## config.mk

```make
export PLATFORM = sky130hd
export DESIGN_NAME = wfi_wake_gen
export DESIGN_NICKNAME = d
export VERILOG_FILES = /design/src/rtl/wfi_wake_gen.sv
export SDC_FILE = /design/constraint.sdc
export NUM_CORES = 1
export LEC_CHECK = 0
export ABC_AREA = 1
export CAP_MARGIN = 5
export CELL_PAD_IN_SITES_DETAIL_PLACEMENT = 1
export CELL_PAD_IN_SITES_GLOBAL_PLACEMENT = 2
export CORE_ASPECT_RATIO = 1.75
export CORE_MARGIN = 2
export CORE_UTILIZATION = 25
export CTS_CLUSTER_SIZE = 12
export DETAILED_ROUTE_END_ITERATION = 8
export HOLD_SLACK_MARGIN = 0.05
export PLACE_DENSITY = 0.77
export SYNTH_ARGS = -nofsm -noshare
export SYNTH_HDL_FRONTEND = slang
export SYNTH_SLANG_ARGS = --single-unit
```

## constraint.sdc

```tcl
create_clock -name clk -period 1.25 [get_ports clk]
set_input_delay 0.25 -clock clk [delete_from_list [all_inputs] [get_ports clk]]
set_output_delay 0.25 -clock clk [all_outputs]
set_load 0.05 [all_outputs]
```

## src/rtl/wfi_wake_gen.sv

```systemverilog
// WFI wake-up generator: synchronizes peripheral interrupt lines, latches rising
// edges as sticky pending bits and issues one PC-release pulse per WFI.
module wfi_wake_gen #(
  parameter int NUM_SRC     = 4,
  parameter int SYNC_STAGES = 2,
  parameter int CAUSE_W     = (NUM_SRC > 1) ? $clog2(NUM_SRC) : 1
) (
  input  logic               clk,
  input  logic               rst_n,
  input  logic               i_wfi_req,
  input  logic [NUM_SRC-1:0] i_irq_src,
  input  logic [NUM_SRC-1:0] i_irq_en,
  input  logic [NUM_SRC-1:0] i_irq_clr,
  output logic               o_sen_pulse,
  output logic               o_sleeping,
  output logic [NUM_SRC-1:0] o_pending,
  output logic [CAUSE_W-1:0] o_wake_cause
);

  typedef enum logic [1:0] {IDLE, SLEEP, WAKE, HOLD} state_t;

  state_t                            r_state;
  state_t                            w_next;
  logic [SYNC_STAGES-1:0][NUM_SRC-1:0] r_sync;
  logic [NUM_SRC-1:0]                r_prev;
  logic [NUM_SRC-1:0]                r_rise;
  logic [NUM_SRC-1:0]                r_pending;
  logic [CAUSE_W-1:0]                r_wake_cause;
  logic [NUM_SRC-1:0]                w_synced;
  logic [NUM_SRC-1:0]                w_hit_vec;
  logic                              w_wake_hit;
  logic [CAUSE_W-1:0]                w_cause;

  assign w_synced = r_sync[SYNC_STAGES-1];

  // Synchronizer chain plus a registered edge detect, so a new rising edge
  // reaches the pending bits SYNC_STAGES+1 edges after it is first sampled.
  always_ff @(posedge clk or negedge rst_n) begin
    if (!rst_n) begin
      r_sync <= '0;
      r_prev <= '0;
      r_rise <= '0;
    end else begin
      r_sync <= {r_sync[SYNC_STAGES-2:0], i_irq_src};
      r_prev <= w_synced;
      r_rise <= w_synced & ~r_prev;
    end
  end

  // A fresh edge outranks a same-cycle software clear.
  always_ff @(posedge clk or negedge rst_n) begin
    if (!rst_n) begin
      r_pending <= '0;
    end else begin
      r_pending <= (r_pending & ~i_irq_clr) | r_rise;
    end
  end

  assign w_hit_vec  = r_pending & i_irq_en;
  assign w_wake_hit = |w_hit_vec;

  always_comb begin
    w_cause = '0;
    for (int i = NUM_SRC - 1; i >= 0; i--) begin
      if (w_hit_vec[i]) begin
        w_cause = CAUSE_W'(i);
      end
    end
  end

  always_ff @(posedge clk or negedge rst_n) begin
    if (!rst_n) begin
      r_state <= IDLE;
    end else begin
      r_state <= w_next;
    end
  end

  always_comb begin
    w_next = r_state;
    case (r_state)
      IDLE: begin
        if (i_wfi_req) begin
          w_next = w_wake_hit ? WAKE : SLEEP;
        end
      end
      SLEEP: begin
        if (!i_wfi_req) begin
          w_next = IDLE;
        end else if (w_wake_hit) begin
          w_next = WAKE;
        end
      end
      WAKE: w_next = HOLD;
      HOLD: begin
        if (!i_wfi_req) begin
          w_next = IDLE;
        end
      end
      default: w_next = IDLE;
    endcase
  end

  // The cause is captured on WAKE entry so it is valid alongside the pulse.
  always_ff @(posedge clk or negedge rst_n) begin
    if (!rst_n) begin
      r_wake_cause <= '0;
    end else if (w_next == WAKE && r_state != WAKE) begin
      r_wake_cause <= w_cause;
    end
  end

  always_comb begin
    o_sen_pulse = 1'b0;
    o_sleeping  = 1'b0;
    case (r_state)
      SLEEP:   o_sleeping  = 1'b1;
      WAKE:    o_sen_pulse = 1'b1;
      default: ;
    endcase
  end

  assign o_pending    = r_pending;
  assign o_wake_cause = r_wake_cause;

endmodule

```

* After elaboration in Yosys (flattened, before gate mapping) *
Cells that the tools add are included.

word-level totals
  bits in registers = 24
  input port bits = 15
  output and inout bits = 8

cells by class
  eq/ne operators = 5
  mux-type cells = 12
  bitwise logic cells = 6
  reduce and logical (&&, ||, !) cells = 3

operators with widths
  kind                                                              number
  2-bit 2-to-1 mux                                                  9
  4-bit bitwise AND                                                 3
  4-bit inverter                                                    2
  2-bit case mux with 4 select lines                                1
  2-bit == test (second input constant)                             3
  4-bit OR                                                          1
  4-bit OR reduction                                                1
  2-bit by 1-bit == test with 1-bit output (second input constant)  1
  2-bit logical NOT                                                 1
  1-bit 2-to-1 mux                                                  2
  2-bit != test (second input constant)                             1
  1-bit logical AND                                                 1

* Depth between registers and ports, before layout *
Gate-level depths: netlist of run 1.

  depth after elaboration = 7
  depth in mapped cells = 6
  mapped depth without buffers = 6

* Worst setup path before layout of run 1 *
Ideal clock, no wire load.

  path type = register -> output
  from = register r_state[1]
  to = output o_sleeping
  data arrival time = 1.050 ns
  required time = 1.000 ns
  slack = -0.050 ns
  cell stages (with the launch flop) = 2
  path through = dfrtp_1 -> nor2_1

on the way
  word-level cells in the longest chain between the ends = 2

ends and longest elaborated chain
  item                                      RTL line  text
  from (decl)                               22        state_t r_state;
  from (signal assigned)                    75        r_state <= w_next;
  2-bit by 1-bit == test with 1-bit output  116       case (r_state)
  1-bit 2-to-1 mux                          116
  to (decl)                                 15        output logic o_sleeping,

Every way passes these cells.

* Final worst setup path of run 1 *
  from = register r_state[1]
  to = output o_sen_pulse

on the way
  word-level cells in the longest chain between the ends = 2

ends and longest elaborated chain
  item              RTL line  text
  2-bit == test     116
  1-bit 2-to-1 mux  116
  to (decl)         14        output logic o_sen_pulse,

Every way passes these cells.

==> flow_metrics.py, run 1 <==
metrics = {
    "status": {
        "status": "finished, violations left",
        "violations": "negative setup slack",
    },
    "synthesis": {
        "syn_area_per_cell_sq_um": 12.2,
        "syn_area_sq_um": 843,
        "synth-main-ff-cell": "dfrtp_1",
        "synth.most_common_cell": "dfrtp_1",
        "yosysSeqAreaShare": 0.712,
        "synth_nets": 84,
        "synth_edf_count": 0,
        "synthCells": 69,
        "synth_mux_area_frac": 0,
        "synth_compound_area_frac": 0.0757,
        "yosysWarnings": 0,
        "synth_top_family_by_area": "simple AND/OR/NAND/NOR gates",
        "ys_ff_latch": 24,
        "synth_simple_gate_area_frac": 0.159,
        "ys_types": 12,
        "async_flop_share": 1.00,
        "synth_common_cells": "dfrtp_1 (24), inv_1 (11), nor2_1 (8), nand2_1 (7), nand2_2 (5)",
        "synth_area_leaders": "dfrtp_1 (71%), inv_1 (4.9%), nand2_2 (3.7%)",
        "synth_xor_area_frac": 0,
        "yosysTopAreaCellShare": 0.712,
        "synth_top_area_cell": "dfrtp_1",
        "synthAdderAreaFrac": 0,
    },
    "timing": {
        "fmax_ghz": 0.794,
        "hold_viol_final": 0,
        "setup_tns_ns": -0.00913,
        "setup_viol": 1,
        "fin_crit_ns": 1.26,
        "fin_worst_skew_ns": 0.00102,
        "maxSlewHeadroom": 0.874,
        "final_max_slew_viol_count": 0,
        "fin_crit_sh": 1.01,
        "rsz0062_at_grt": "true",
        "worst_slew_pin_slew_ns": 0.188,
        "fin_ws_ns": -0.00913,
    },
    "grt": {
        "grt_util_all_layers": 0.0932,
        "grt_start_max_net_pins": 25,
        "grt_pass1_wl_um": 2480,
        "grt_overflow": 0,
        "grt_pass1_vias": 579,
        "antenna_found_initial": 0,
    },
    "critical_path": {
        "cp.required_ns": 1.00,
        "crit_path_start_kind": "flop",
        "endpoint_kind": "primary output",
        "cp.arrival_ns": 1.01,
        "r2r_slack_ns": 0.23,
        "path_max_fanout": 3,
        "crit_type": "reg2out",
    },
    "floorplan": {
        "start_util": 0.266,
        "io_pins": 23,
        "die_h_um": 80.8,
        "rows": 27,
        "die_area_sq_um": 3870,
        "coreArea_sq_um": 3180,
        "die_w_um": 47.9,
    },
    "place": {
        "gp_congestion": 0.747,
        "portBuffers": 22,
        "post-dp-hpwl_um": 1120,
    },
    "clock_tree": {
        "cts_root_buf": "clkbuf_8",
        "cts_buffer_depth": 2,
        "cts_max_level": 1,
        "cts_buffers": 3,
        "worst_skew_pair.late_latency_ns": 0.26,
        "clk_pin_slew_ns": 0.08,
        "tritoncts": "built",
        "numClockSinks": 24,
    },
    "drt": {
        "wl_per_cell_um": 10.1,
        "ant_nets": 0,
        "drtIter0Drc": 8,
        "drtPass1Iterations": 2,
        "drc": 0,
        "wl_um": 1400,
        "vias": 541,
        "vias_per_cell": 3.89,
    },
    "job": {
        "max_cap_violations": 0,
    },
    "layout": {
        "drive_gt1_frac": 0.281,
        "num_antenna_cells": 0,
        "area_growth_pct": 51.8,
        "fin_nets": 112,
        "finish.utilization": 0.403,
    },
    "power": {
        "leakagePower_nw": 0.601,
        "ir_worst_vdd_mv": 0.542,
        "powerDensity_nw_per_um2": 1560,
    },
    "worst_hold_path": {
        "hold_class": "in2async",
    },
}
[per-stage QoR]
stage	worst slack (ns)	power [mW]	hold WS, ns	cells	cell area, sq um
floorplan	0.0637	1.19	-0.0456	69	846
global placement	0.00307	1.50	0.333	135	1220
detailed placement	-0.0193	1.51	0.337	135	1220
CTS	-0.0213	2.03	0.330	139	1280
global route	-0.0705	2.10	0.348	139	1280
finish	-0.00913	2.00	0.330	139	1280
[worst max-delay path: stages, from the launching register on]
cell and delay (ns):
dfrtp_1 0.40, inv_2 0.08, nor2_4 0.12, buf_12 0.15
[power breakdown]
part	internal (mW)	switching [mW]	leakage [nW]
Clock	0.280	0.223	0.0288
Sequential	0.848	0.0675	0.290
Combinational	0.280	0.302	0.283
Total	1.41	0.592	0.601
[metal layers]
metal,track usage,vias up,routed length (um)
met5,0,-,0
met4,0.0568,0,25
met3,0.0267,2,88
met2,0.151,17,786
met1,0.102,265,498
li1,-,257,-
[cell usage in the layout (no fill, tap or decap)]
master           netlist  final
a21oi_1                3      3
buf_12                 0      9
clkbuf_8               0      4
clkdlybuf4s50_1        0     14
dfrtp_1               24     24
inv_1                 11     10
inv_2                  1      2
nand2_1                7      7
nand2_2                5      5
nand2_4                2      2
nor2_1                 8      7
nor2_2                 2      2
nor2_4                 1      2
o21bai_1               4      4
o21bai_4               1      1
[kinds of logic after synthesis]
logic type,Yosys count
AO/OA/AOI/OAI,8
buffers and inverters,12
flip-flops,24
AND/OR/NAND/NOR,25
[final cells by class]
class,instances,area [sq um]
flip-flops and latches,24,601
clock buffers,4,55.1
multi-input cells,33,205
fillers,361,1900
inverters,12,45.0
well taps,43,53.8
repair buffers,23,320
[final timing paths]
kind                                         from                           to  cells after the start
max                          r_state[1]$_DFF_PN0_                  o_sen_pulse                      3
min                                         rst_n         r_state[0]$_DFF_PN0_                      2
max reg2reg                o_pending[0]$_DFF_PN0_  o_wake_cause[1]$_DFFE_PN0P_                      6
min reg2reg                   r_sync[0]$_DFF_PN0_        w_synced[0]$_DFF_PN0_                      0
max in group asynchronous                   rst_n          r_sync[2]$_DFF_PN0_                      2
min in group clk              r_sync[0]$_DFF_PN0_        w_synced[0]$_DFF_PN0_                      0
[flip-flops by register name (all words and copies together) (netlist names)]
name / flops
r_rise: 4
r_prev: 4
o_pending: 4
r_state: 2
r_sync: 4
w_synced: 4
o_wake_cause: 2
[repair_timing]
| item | 4_1_cts | 5_1_grt |
|---|---|---|
| setup endpoints to repair | 2 | 2 |
| buffers inserted | 0 | 0 |
| hold buffers | 0 | 0 |
| resized for setup | 1 | 1 |
No activity file was read; power rests on OpenSTA's default activity.
==> run 2, diff against run 1 <==
- CORE_UTILIZATION: 25 -> 29
- PLACE_DENSITY: 0.77 -> 0.86
==> run 2 against run 1 <==
  * The run still ends with negative setup slack left
  * Final cell count shrank 12%
  * Flip-flop and latch count is the same
  * Largest power group unchanged
  * Power shrank 3.8%
  * Hold slack gained 0.0058 ns
  * Core utilization grew 5.5 points
  * Clock-buffer cell count shrank 1
  * Fmax grew 0.38%
  * Critical path type unchanged
  * Routed wire length grew 4.1%
  * Die area shrank 13%
==> flow_metrics.py, run 2 (synthesis results as in run 1) <==
metrics = {
    "place": {
        "gp_congestion": 0.702,
        "portBuffers": 22,
        "post-dp-hpwl_um": 1190,
        "detailedPlace.worstSlack_ns": -0.0559,
    },
    "critical_path": {
        "crit_path_start_kind": "flop",
        "cp-startpoint": "r_state[1]$_DFF_PN0_",
        "crit_type": "reg2out",
        "cp.arrival_ns": 1.00,
        "path_max_fanout": 3,
        "cp-endpoint": "o_sen_pulse",
        "cp.required_ns": 1.00,
        "crit-reg2reg-capture": "o_wake_cause[0]$_DFFE_PN0P_",
        "r2r_slack_ns": 0.20,
        "endpoint_kind": "primary output",
        "timing.rr.start": "o_pending[0]$_DFF_PN0_",
        "r2r_cells": 6,
    },
    "clock_tree": {
        "numClockSinks": 24,
        "cts_resized": 1,
        "clk_pin_slew_ns": 0.07,
        "hold_buffers": 0,
        "worst_skew_pair.late_latency_ns": 0.25,
        "cts_root_buf": "clkbuf_8",
        "cts_setup_buffers": 0,
        "tritoncts": "built",
        "cts_buffer_depth": 2,
        "cts_buffers": 3,
        "cts_max_level": 1,
    },
    "layout": {
        "final_cell_mix": "dfrtp_1 (24), clkdlybuf4s50_1 (14), inv_1 (10), buf_12 (9)",
        "num_antenna_cells": 0,
        "fillers": 284,
        "area_growth_pct": 47.8,
        "drive_gt1_frac": 0.274,
        "fin_nets": 112,
        "final_common_cell": "dfrtp_1",
    },
    "timing": {
        "fin_crit_sh": 1.00,
        "fin_ws_ns": -0.00432,
        "maxSlewHeadroom": 0.877,
        "setup_tns_ns": -0.00432,
        "fin_hold_ws_ns": 0.336,
        "fmax_ghz": 0.797,
        "hold_viol_final": 0,
        "rsz0062_at_grt": "true",
        "fin_crit_ns": 1.25,
        "setup_viol": 1,
        "final_max_slew_viol_count": 0,
        "fin_worst_skew_ns": 0.00148,
        "worst_slew_pin_slew_ns": 0.184,
    },
    "grt": {
        "antenna_found_initial": 0,
        "grt_pass1_wl_um": 2660,
        "grt_start_max_net_pins": 25,
        "grt_util_all_layers": 0.109,
        "grt_pass1_vias": 643,
        "grt_overflow": 0,
    },
    "floorplan": {
        "die_w_um": 44.8,
        "coreArea_sq_um": 2720,
        "die_h_um": 75.3,
        "io_pins": 23,
        "die_area_sq_um": 3370,
        "start_util": 0.310,
        "rows": 25,
    },
    "power": {
        "leakagePower_nw": 0.594,
        "power_mw": 1.93,
        "powerDensity_nw_per_um2": 1540,
        "ir_worst_vdd_mv": 0.664,
    },
    "drt": {
        "drc": 0,
        "ant_nets": 0,
        "vias_per_cell": 4.42,
        "wl_per_cell_um": 11.9,
        "vias": 539,
        "wl_um": 1460,
        "drtPass1Iterations": 3,
        "drtIter0Drc": 4,
    },
    "job": {
        "max_cap_violations": 0,
    },
    "status": {
        "violations": "negative setup slack",
        "status": "finished, violations left",
    },
    "worst_hold_path": {
        "hold_class": "in2async",
    },
}
## run 2: area by class of cell
type	instances	area, sq um	share of cell area
inverter	12	45.0	0.0361
multi-input combinational	33	205	0.165
timing repair buffer	23	320	0.257
tap	27	33.8	0.0271
clock buffer	3	41.3	0.0331
sequential	24	601	0.482
## run 2: worst max-delay path, cell delays in order (launching register included)
cell and delay, ns:
dfrtp_1 0.41, inv_2 0.08, nor2_4 0.12, buf_12 0.14
## run 2: how the worst min path moves through the flow
| stage | startpoint | to | slack, ns | depth (start not counted) |
|---|---|---|---|---|
| global route | rst_n | r_state[0]$_DFF_PN0_ | 0.35 | 2 |
| finish | rst_n | r_sync[3]$_DFF_PN0_ | 0.34 | 2 |
| CTS | rst_n | r_sync[3]$_DFF_PN0_ | 0.34 | 2 |
| detailed placement | r_sync[2]$_DFF_PN0_ | w_synced[2]$_DFF_PN0_ | 0.34 | 0 |
| global placement | r_sync[0]$_DFF_PN0_ | w_synced[0]$_DFF_PN0_ | 0.33 | 0 |
| floorplan | rst_n | o_pending[0]$_DFF_PN0_ | -0.05 | 0 |
## run 2: metrics by stage
step	cells	util	area [sq um]
after floorplan	69	-	846
after global placement	119	0.441	1200
after detailed placement	119	0.441	1200
after CTS	122	0.458	1250
after global routing	122	0.458	1250
final	122	0.458	1250
## run 2: layer usage
| metal | vias to the layer above | wire length, um | global-route usage |
|---|---|---|---|
| li1 | 256 | - | - |
| met1 | 265 | 488 | 0.121 |
| met2 | 16 | 860 | 0.195 |
| met3 | 2 | 79 | 0.00711 |
| met4 | 0 | 27 | 0.0707 |
| met5 | - | 0 | 0 |
## run 2: where the power goes
part           internal [mW]  switching [mW]  total [mW]
Combinational          0.281           0.307       0.588
Sequential             0.848          0.0665       0.915
Clock                  0.214           0.208       0.422
Total                   1.34           0.582        1.93
